$ cat src/rtl/div_sequencer.sv
// Sequencer for an unsigned restoring divider that borrows the shared ALU for its subtract.
// Owns the partial remainder (R), quotient/shift register (Q) and divisor (D).
module div_sequencer #(
  parameter int         BITS     = 32,
  parameter logic [4:0] SEL_PASS = 5'b00000,
  parameter logic [4:0] SEL_SUB  = 5'b00101,
  localparam int        CW       = $clog2(BITS + 1)
) (
  input  logic            clk,
  input  logic            reset_n,
  input  logic            start,
  input  logic [BITS-1:0] dividend,
  input  logic [BITS-1:0] divisor,
  output logic [4:0]      alu_sel,
  output logic [BITS-1:0] alu_a,
  output logic [BITS-1:0] alu_b,
  input  logic [BITS-1:0] alu_out,
  input  logic            alu_cout,
  output logic            busy,
  output logic            done,
  output logic            div_zero,
  output logic [BITS-1:0] quotient,
  output logic [BITS-1:0] remainder
);

  typedef enum logic [1:0] {S_IDLE, S_SHIFT, S_SUB, S_DONE} state_t;

  state_t          r_state, w_state_next;
  logic [BITS-1:0] r_r, r_q, r_d;
  logic            r_hi;
  logic [CW-1:0]   r_count;
  logic            r_busy, r_done, r_div_zero;
  logic [BITS-1:0] r_quotient, r_remainder;

  logic            w_take;
  logic [BITS-1:0] w_r_sub, w_q_sub;

  always_ff @(posedge clk) begin
    if (!reset_n) r_state <= S_IDLE;
    else          r_state <= w_state_next;
  end

  always_comb begin
    w_state_next = r_state;
    alu_sel      = SEL_PASS;
    case (r_state)
      S_IDLE:  if (start) w_state_next = (divisor == '0) ? S_DONE : S_SHIFT;
      S_SHIFT: w_state_next = S_SUB;
      S_SUB: begin
        alu_sel      = SEL_SUB;
        w_state_next = (r_count == '0) ? S_DONE : S_SHIFT;
      end
      S_DONE:  w_state_next = S_IDLE;
      default: w_state_next = S_IDLE;
    endcase
  end

  assign alu_a = r_r;
  assign alu_b = r_d;

  // A set hi bit means the shifted remainder already exceeds D, so the wrapped difference is exact.
  assign w_take  = r_hi | alu_cout;
  assign w_r_sub = w_take ? alu_out : r_r;
  assign w_q_sub = {r_q[BITS-1:1], w_take};

  always_ff @(posedge clk) begin
    if (!reset_n) begin
      r_r         <= '0;
      r_q         <= '0;
      r_d         <= '0;
      r_hi        <= 1'b0;
      r_count     <= '0;
      r_busy      <= 1'b0;
      r_done      <= 1'b0;
      r_div_zero  <= 1'b0;
      r_quotient  <= '0;
      r_remainder <= '0;
    end else begin
      r_busy <= (w_state_next == S_SHIFT) || (w_state_next == S_SUB);
      r_done <= (w_state_next == S_DONE);
      case (r_state)
        S_IDLE: begin
          if (start) begin
            if (divisor != '0) begin
              r_r        <= '0;
              r_q        <= dividend;
              r_d        <= divisor;
              r_count    <= CW'(BITS);
              r_div_zero <= 1'b0;
            end else begin
              r_quotient  <= '1;
              r_remainder <= dividend;
              r_div_zero  <= 1'b1;
            end
          end
        end
        S_SHIFT: begin
          {r_hi, r_r, r_q} <= {r_r, r_q, 1'b0};
          r_count          <= r_count - CW'(1);
        end
        S_SUB: begin
          r_r <= w_r_sub;
          r_q <= w_q_sub;
          if (r_count == '0) begin
            r_quotient  <= w_q_sub;
            r_remainder <= w_r_sub;
          end
        end
        default: ;
      endcase
    end
  end

  assign busy      = r_busy;
  assign done      = r_done;
  assign div_zero  = r_div_zero;
  assign quotient  = r_quotient;
  assign remainder = r_remainder;

endmodule

$ cat config.mk
export PLATFORM = sky130hd
export DESIGN_NAME = div_sequencer
export DESIGN_NICKNAME = d
export VERILOG_FILES = /design/src/rtl/div_sequencer.sv
export SDC_FILE = /design/constraint.sdc
export NUM_CORES = 1
export LEC_CHECK = 0
export BUFFER_PORTS_ARGS = -buffer_cell sky130_fd_sc_hd__buf_2
export CAP_MARGIN = 20
export CORE_MARGIN = 4
export CORE_UTILIZATION = 46
export DETAILED_ROUTE_END_ITERATION = 10
export PLACE_DENSITY = 0.72
export SETUP_SLACK_MARGIN = 0.02
export SYNTH_ARGS = -nofsm -noshare
export SYNTH_HDL_FRONTEND = slang
export SYNTH_SLANG_ARGS = --single-unit
$ cat constraint.sdc
create_clock -name clk -period 4.2 [get_ports clk]
set_input_delay 0.84 -clock clk [delete_from_list [all_inputs] [get_ports clk]]
set_output_delay 0.84 -clock clk [all_outputs]
set_load 0.02 [all_outputs]
==> summary.md, run 1 <==
| Metric | Value |
|---|---|
| Status | `completed` |
| Vias post-DR | `8,118` |
| Max_cap viols | `0` |
| HPWL Detailed | `16,800 um` |
| H-tree Lvls | `4` |
| Rel. slew slack | `around 33%` |
| Synthesis Warnings | `0` |
| Global-route wire length before repair | `between 30,000 and 40,000 um` |
| Required @ worst endpoint | `approximately 4.5 ns` |
| Antenna-violating nets left | `0` |
| Cts hold-fix bufs | `0` |
| Final Skew | `0.00806 ns` |
| Crit path DAT | `3.47 ns` |
| Setup Fix Bufs, Post-CTS | `0` |
| Residual DRC count | `0` |
| Clock root cell | `clkbuf_16` |
| Multi-input logic area | `0.00445 sq mm` |
| Number of port buffers | `between 200 and 250` |
| Post_cts resized | `0` |
| Vias per inst | `5.64` |
| Crit-path max FO | `62` |
| GRT Util Overall | `23.5%` |
| VDD IR max | `between 0.3 and 0.4 mV` |
| Unique masters post-synth | `47` |
| Final setup viols | `0` |
| Leakage Power | `4.40 nW` |
| Min Hold Slack | `0.452 ns` |
| Remaining Overflow, GRT | `0` |
| Crit. End Element | `flip-flop` |
| DP Area | `0.00956 sq mm` |
| Crit start category | `flip-flop` |
| Num CTS Buffers | `17` |
| Final Hold Fails | `0` |
| Slew @ Worst Pin | `1.01 ns` |
| FP Rows | `49` |
| Setup repair after global routing missed its margin | `no` |
| CTS tree | `yes` |
| Hold Crit Class | `flip-flop to flip-flop` |
| EDFF count, synth | `0` |
| Ys flop type | `dfxtp_1` |
| First-pass detailed-route iteration total | `5` |
| Layout Nets | `1,303` |
| Wire length per cell | `17.4 um` |
| Core area | `0.0180 sq mm` |
| Layout cell share with drive strength beyond 1 | `25.5%` |
| Ant diodes | `0` |
| Clk Latency, worst-skew pair | `0.43 ns` |
| Storage element area | `0.00344 sq mm` |
| Synth async-reset ratio | `0%` |
| Initial antenna violation count | `0` |
| #FFs+latches synth | `172` |
| Setup ws final | `1.05 ns` |
| Cell taking the most area after synthesis | `dfxtp_1` |
| Mapped Avg Cell Area | `8.12 sq um` |
| Area Overhead vs Synth | `20.8%` |
| Seq/Total Area, Yosys | `41.1%` |
| Initial Util | `between 40% and 50%` |
| Max Freq | `318 MHz` |
| Synth top area share | `41.1%` |
| Critical path type | `flip-flop to flip-flop` |
| Final Cycle Share | `74.9%` |
| Die X | `between 100 and 150 um` |
| Slew Viols, Final | `0` |
| Drt total wl | `25,000 um` |
| # IOs | `236` |
| DR iter-0 viols | `about 720` |
| Fill count | `between 1.5k and 2k` |
| Pre-CTS setup slack | `1.12 ns` |
| Main area contributors after synthesis | `dfxtp_1 (41%), mux2i_1 (12%), nand2_1 (9.0%)` |
| Min Tclk post-route | `about 3.1 ns` |
| Netlist Area Pre-Place | `0.00838 sq mm` |
| Routability cong. | `between 0.8 and 0.9` |
| Vias in the first global route | `7,163` |
| Clock-pin slew on the worst setup and hold paths | `around 0.070 ns` |
| Final TNS setup | `0 ns` |
| CTS Sinks | `about 170` |
| CTS Buffer Depth | `2` |
| Largest net degree at the start of global routing | `about 210` |
| Most frequent cells in the layout | `buf_2 (231), nand2_1 (200), dfxtp_1 (172), mux2i_1 (98), nand3_1 (66)` |
| Most common cell after layout, fill and taps aside | `buf_2` |
| Final instance area | `0.0101 sq mm` |
| Die H | `143 um` |
| Die Footprint | `0.0204 sq mm` |
| Post-synthesis cell count | `1,032` |
| Cell Pwr Density | `596 mW/mm^2` |
synth_stat cells (2+ instances only):
| master | instances |
|---|---|
| o31ai_1 | 22 |
| buf_6 | 4 |
| and2_1 | 6 |
| a211o_1 | 10 |
| inv_1 | 18 |
| nor3_1 | 3 |
| a22o_1 | 10 |
| nand4_2 | 2 |
| buf_1 | 5 |
| nor4_1 | 6 |
| clkbuf_1 | 75 |
| nand2b_1 | 2 |
| nor4_2 | 4 |
| mux2_2 | 10 |
| nor2b_1 | 21 |
| a211oi_1 | 22 |
| ha_1 | 6 |
| or3_1 | 3 |
| nand3_1 | 66 |
| nor2_1 | 38 |
| dfxtp_1 | 172 |
| o22ai_1 | 4 |
| a21oi_1 | 34 |
| nand2_1 | 200 |
| o21ai_1 | 33 |
| a31oi_1 | 24 |
| mux2i_1 | 98 |
| nand4_1 | 33 |
| a21o_1 | 2 |
| buf_4 | 7 |
| buf_2 | 12 |
| o21ai_0 | 65 |
through the flow:
step | total power [mW] | instances | utilization [%]
finish | 6.04 | 1439 | 56.4
global route | 6.36 | 1439 | 56.4
CTS | 6.06 | 1439 | 56.4
detailed placement | 4.52 | 1407 | 53.2
global placement | 4.49 | 1407 | 53.2
floorplan | 3.81 | 1034 | -
cell families (layout without fill, tap and decap cells):
family | Yosys count | after routing | share of synthesized area (%)
mux | 108 | 108 | 13.1
other cells | 1 | 3 | 0.0448
flops | 172 | 172 | 41.1
buf+inv | 123 | 299 | 6.36
fa+ha+maj | 6 | 6 | 0.896
compound gates | 232 | 232 | 17.0
simple gates | 390 | 390 | 21.5
flip-flops by register name, summed over array words and instances (netlist names):
| name | count |
|---|---|
| div_zero | 1 |
| done | 1 |
| r_state | 2 |
| r_hi | 1 |
| r_count | 6 |
| remainder | 32 |
| busy | 1 |
| quotient | 32 |
| alu_a | 32 |
| alu_b | 32 |
| r_q | 32 |
power breakdown:
group / switching (mW) / leakage [nW] / internal, mW / total [mW]
sequential: 0.221 / 1.41 / 1.98 / 2.20
combinational: 1.53 / 2.72 / 0.762 / 2.29
clock: 0.751 / 0.279 / 0.792 / 1.54
final timing paths:
| path | to | cells past startpoint | from | slack (ns) |
|---|---|---|---|---|
| setup / recovery | r_q[15] | 9 | r_state[0] | 1.05 |
| hold / removal | quotient[22] | 2 | quotient[22] | 0.45 |
| setup reg to reg | r_q[15] | 9 | r_state[0] | 1.05 |
| hold reg to reg | quotient[22] | 2 | quotient[22] | 0.45 |
per-layer routing:
metal | GRT usage, % | routed length (um)
met2 | 38.1 | 12100
met5 | 0 | 0
met3 | 4.15 | 1560
met4 | 7.45 | 464
met1 | 32.0 | 10900
worst max-delay path, stage by stage (launching register included):
cell and delay, ns:
dfxtp_1 0.39, inv_1 0.11, ha_2 0.20, inv_2 0.22, buf_4 0.56, nand2b_1 0.50
buf_4 0.37, and2_1 0.19, buf_4 0.20, o31ai_1 0.27
layout make-up:
cell class | instances | area share, %
inverters | 20 | 0.742
repair buffers | 247 | 12.9
clock inverters | 15 | 1.41
clock buffers | 17 | 4.20
multi-input cells | 739 | 43.9
well taps | 229 | 2.83
flip-flops and latches | 172 | 34.0
Note: power is estimated with default switching activity, not from simulation.
==> inputs of run 2 (changes only) <==
Settings changed: ABC_AREA set to 1, PLACE_DENSITY 0.72 to 0.74.
Clock period 4.2 ns to 2.78 ns, I/O delays scaled along.
==> run 2 against run 1 <==
Power up 37%. Sequential share of layout area down 0.83 points. Combinational power up 21%. Global-route usage up 1.3 points. Highest routed layer unchanged. Non-clock buffer count up 13. Clock power up 57%.
==> summary.md, run 2 <==
| Metric | Value |
|---|---|
| Most common cell in the netlist | `nand2_1` |
| Unique masters post-synth | `31` |
| Main area contributors after synthesis | `dfxtp_1 (40%), nand2_1 (13%), nor2_1 (11%)` |
| CTS Buffer Depth | `2` |
| Residual DRC count | `0` |
| Switching pwr | `3.15 mW` |
| Num CTS Buffers | `17` |
| H-tree Lvls | `4` |
| Most common cell after layout, fill and taps aside | `nand2_1` |
| Crit. Startpoint | `r_state[0]` |
| Post-synth top cells | `nand2_1 (289), nor2_1 (252), a21oi_1 (185), dfxtp_1 (172), nand3_1 (104)` |
| Setup Fix Bufs, Post-CTS | `0` |
| Crit-path cells | `inv_1 > ha_1 > inv_2 > nand2_1 > inv_2 > nand2_1 > nand2_4 > buf_4 > nand3_1 > nand2_1 > nor2_1` |
| Die H | `approximately 150 um` |
| Power share of the combinational group | `33.2%` |
| HPWL Detailed | `19,200 um` |
| Clock root cell | `clkbuf_16` |
| Final Skew | `0.0135 ns` |
| Global-route wire length before repair | `43,500 um` |
| Layout cell share with drive strength beyond 1 | `~22%` |
| Reg power frac | `between 30% and 40%` |
| Ys flop type | `dfxtp_1` |
| Synth async-reset ratio | `0%` |
| Leakage Power | `5.06 nW` |
| Cell taking the most area after synthesis | `dfxtp_1` |
| Most frequent cells in the layout | `nand2_1 (288), nor2_1 (252), buf_2 (231), a21oi_1 (185), dfxtp_1 (172)` |
| Clock-pin slew on the worst setup and hold paths | `0.07 ns` |
| Rel. slew slack | `around 44%` |
| Netlist Area Pre-Place | `0.00867 sq mm` |
| DR iter-0 viols | `884` |
| Layout Nets | `1,582` |
| VDD IR max | `0.463 mV` |
| First-pass detailed-route iteration total | `5` |
| Clock power frac | `between 20 and 30%` |
| Synth top area share | `between 30% and 40%` |
| Largest net degree at the start of global routing | `85` |
| Vias in the first global route | `8,337` |
| Max_cap viols | `0` |
| Post_cts resized | `0` |
| DP Area | `roughly 0.01 sq mm` |
| Critical path type | `flip-flop to flip-flop` |
| Slew Viols, Final | `0` |
| Remaining Overflow, GRT | `0` |
| EDFF count, synth | `0` |
| Vias post-DR | `approximately 9.4k` |
| Area Overhead vs Synth | `19.7%` |
| CP max stage cell | `dfxtp_1` |
| Clk Latency, worst-skew pair | `between 0.4 and 0.5 ns` |
| Initial Util | `47.5%` |
| R2r setup slk | `a little under 0.5 ns` |
| Final Cycle Share | `between 80% and 90%` |
| CTS tree | `yes` |
| Die Footprint | `about 0.021 sq mm` |
| # IOs | `236` |
| Worst Setup EP | `remainder[5]` |
| Post-layout util | `56.8%` |
| Final TNS setup | `0 ns` |
| Crit. End Element | `flip-flop` |
| Min Tclk post-route | `2.29 ns` |
| Routability cong. | `0.908` |
| Hold Crit Class | `input port to flip-flop` |
| Most used cell, CP | `nand2_1` |
| Core area | `0.0183 sq mm` |
| Largest stage delay on the critical path | `around 0.36 ns` |
| Status | `completed` |
| Synthesis Warnings | `0` |
| Crit-path max FO | `36` |
| Crit Reg-Reg Endpoint | `remainder[5]` |
| Cts hold-fix bufs | `0` |
| Drt total wl | `27,700 um` |
| Final instance area | `0.0104 sq mm` |
| FF-to-FF path depth | `11` |
| Mapped Avg Cell Area | `roughly 6.6 sq um` |
| Post-synthesis cell count | `1,306` |
| Slew @ Worst Pin | `approximately 0.84 ns` |
| Crit start category | `flip-flop` |
| Number of port buffers | `about 230` |
| Die X | `145 um` |
| GRT Util Overall | `24.8%` |
| Required @ worst endpoint | `3.10 ns` |
| Reg-to-Reg Start | `r_state[0]` |
| Cell Pwr Density | `800 mW/mm^2` |
| Crit path DAT | `2.61 ns` |
| Vias per inst | `5.45` |
| Fill count | `1,854` |
| Setup repair after global routing missed its margin | `no` |
| CTS Sinks | `172` |
| #FFs+latches synth | `about 170` |
| Final setup viols | `0` |
| Final Hold Fails | `0` |
| Switching share of total power | `37.9%` |
| Antenna-violating nets left | `0` |
| FP Rows | `49` |
| Max Freq | `roughly 440 MHz` |
| Wire length per cell | `about 16 um` |
| Seq/Total Area, Yosys | `39.7%` |
| Initial antenna violation count | `1` |
| Int Power | `5.15 mW` |
-- run 2: logic make-up (layout without fill, tap and decap cells) --
family / count (synthesis) / in the layout / share of synthesized area, %
xor gates and xnor gates: 2 / 2 / 0.202
other: 1 / 4 / 0.0432
AOI/OAI and AO/OA: 266 / 266 / 16.0
DFF: 172 / 172 / 39.7
buffers and inverters: 161 / 340 / 9.54
and+or+nand+nor: 698 / 698 / 33.6
adders and majority gates: 6 / 6 / 0.866
-- run 2: power groups by stage --
| stage | logic, mW | registers [mW] | clock network [mW] |
|---|---|---|---|
| 4_1_cts | 2.74 | 3.12 | 2.44 |
| 2_1_floorplan | 1.75 | 3.45 | 0 |
| 3_5_place_dp | 2.73 | 3.17 | 0 |
| 6_report | 2.76 | 3.12 | 2.42 |
| 5_1_grt | 3.06 | 3.17 | 2.54 |
| 3_3_place_gp | 2.70 | 3.16 | 0 |
-- run 2: area by class of cell --
cell class	count	area, sq um	share of cell area, %
repair buffers	260	1450	14.0
clock inverters	11	133	1.28
well taps	229	287	2.76
clock buffers	19	453	4.37
diodes	1	2.50	0.0241
multi-input cells	975	4420	42.6
inverters	50	188	1.81
flip-flops and latches	172	3440	33.2
-- run 2: routing by layer --
metal  global-route usage, %  part of all wire [%]
met5                       0                     0
met4                    8.74                   2.4
met3                    6.45                   8.9
met2                    38.7                    45
met1                    33.5                    44
-- run 2: per-stage QoR --
step / total power [mW] / setup slack (ns) / hold slack (ns) / instances
floorplan: 5.20 / 0.922 / 0.440 / 1308
global placement: 5.86 / 0.498 / 0.445 / 1686
detailed placement: 5.90 / 0.446 / 0.451 / 1686
CTS: 8.30 / 0.512 / 0.374 / 1716
global route: 8.76 / 0.287 / 0.373 / 1717
finish: 8.30 / 0.493 / 0.387 / 1717
-- run 2: worst min path at each step --
stage                     slack, ns        end  depth (start not counted)       from
final                          0.39  alu_a[31]                          3    reset_n
after global routing           0.37  alu_a[31]                          3    reset_n
after CTS                      0.37  alu_a[31]                          3    reset_n
after detailed placement       0.45   alu_b[7]                          2   alu_b[7]
after global placement         0.44  alu_b[21]                          2  alu_b[21]
after floorplan                0.44     r_q[0]                          2     r_q[0]
-- run 2: critical path: cells and delay by family, from the launching register on --
family	cells	cell delay (ns)
adders and majority gates	1	0.22
DFF	1	0.36
buffers and inverters	4	0.80
and+or+nand+nor	6	0.78
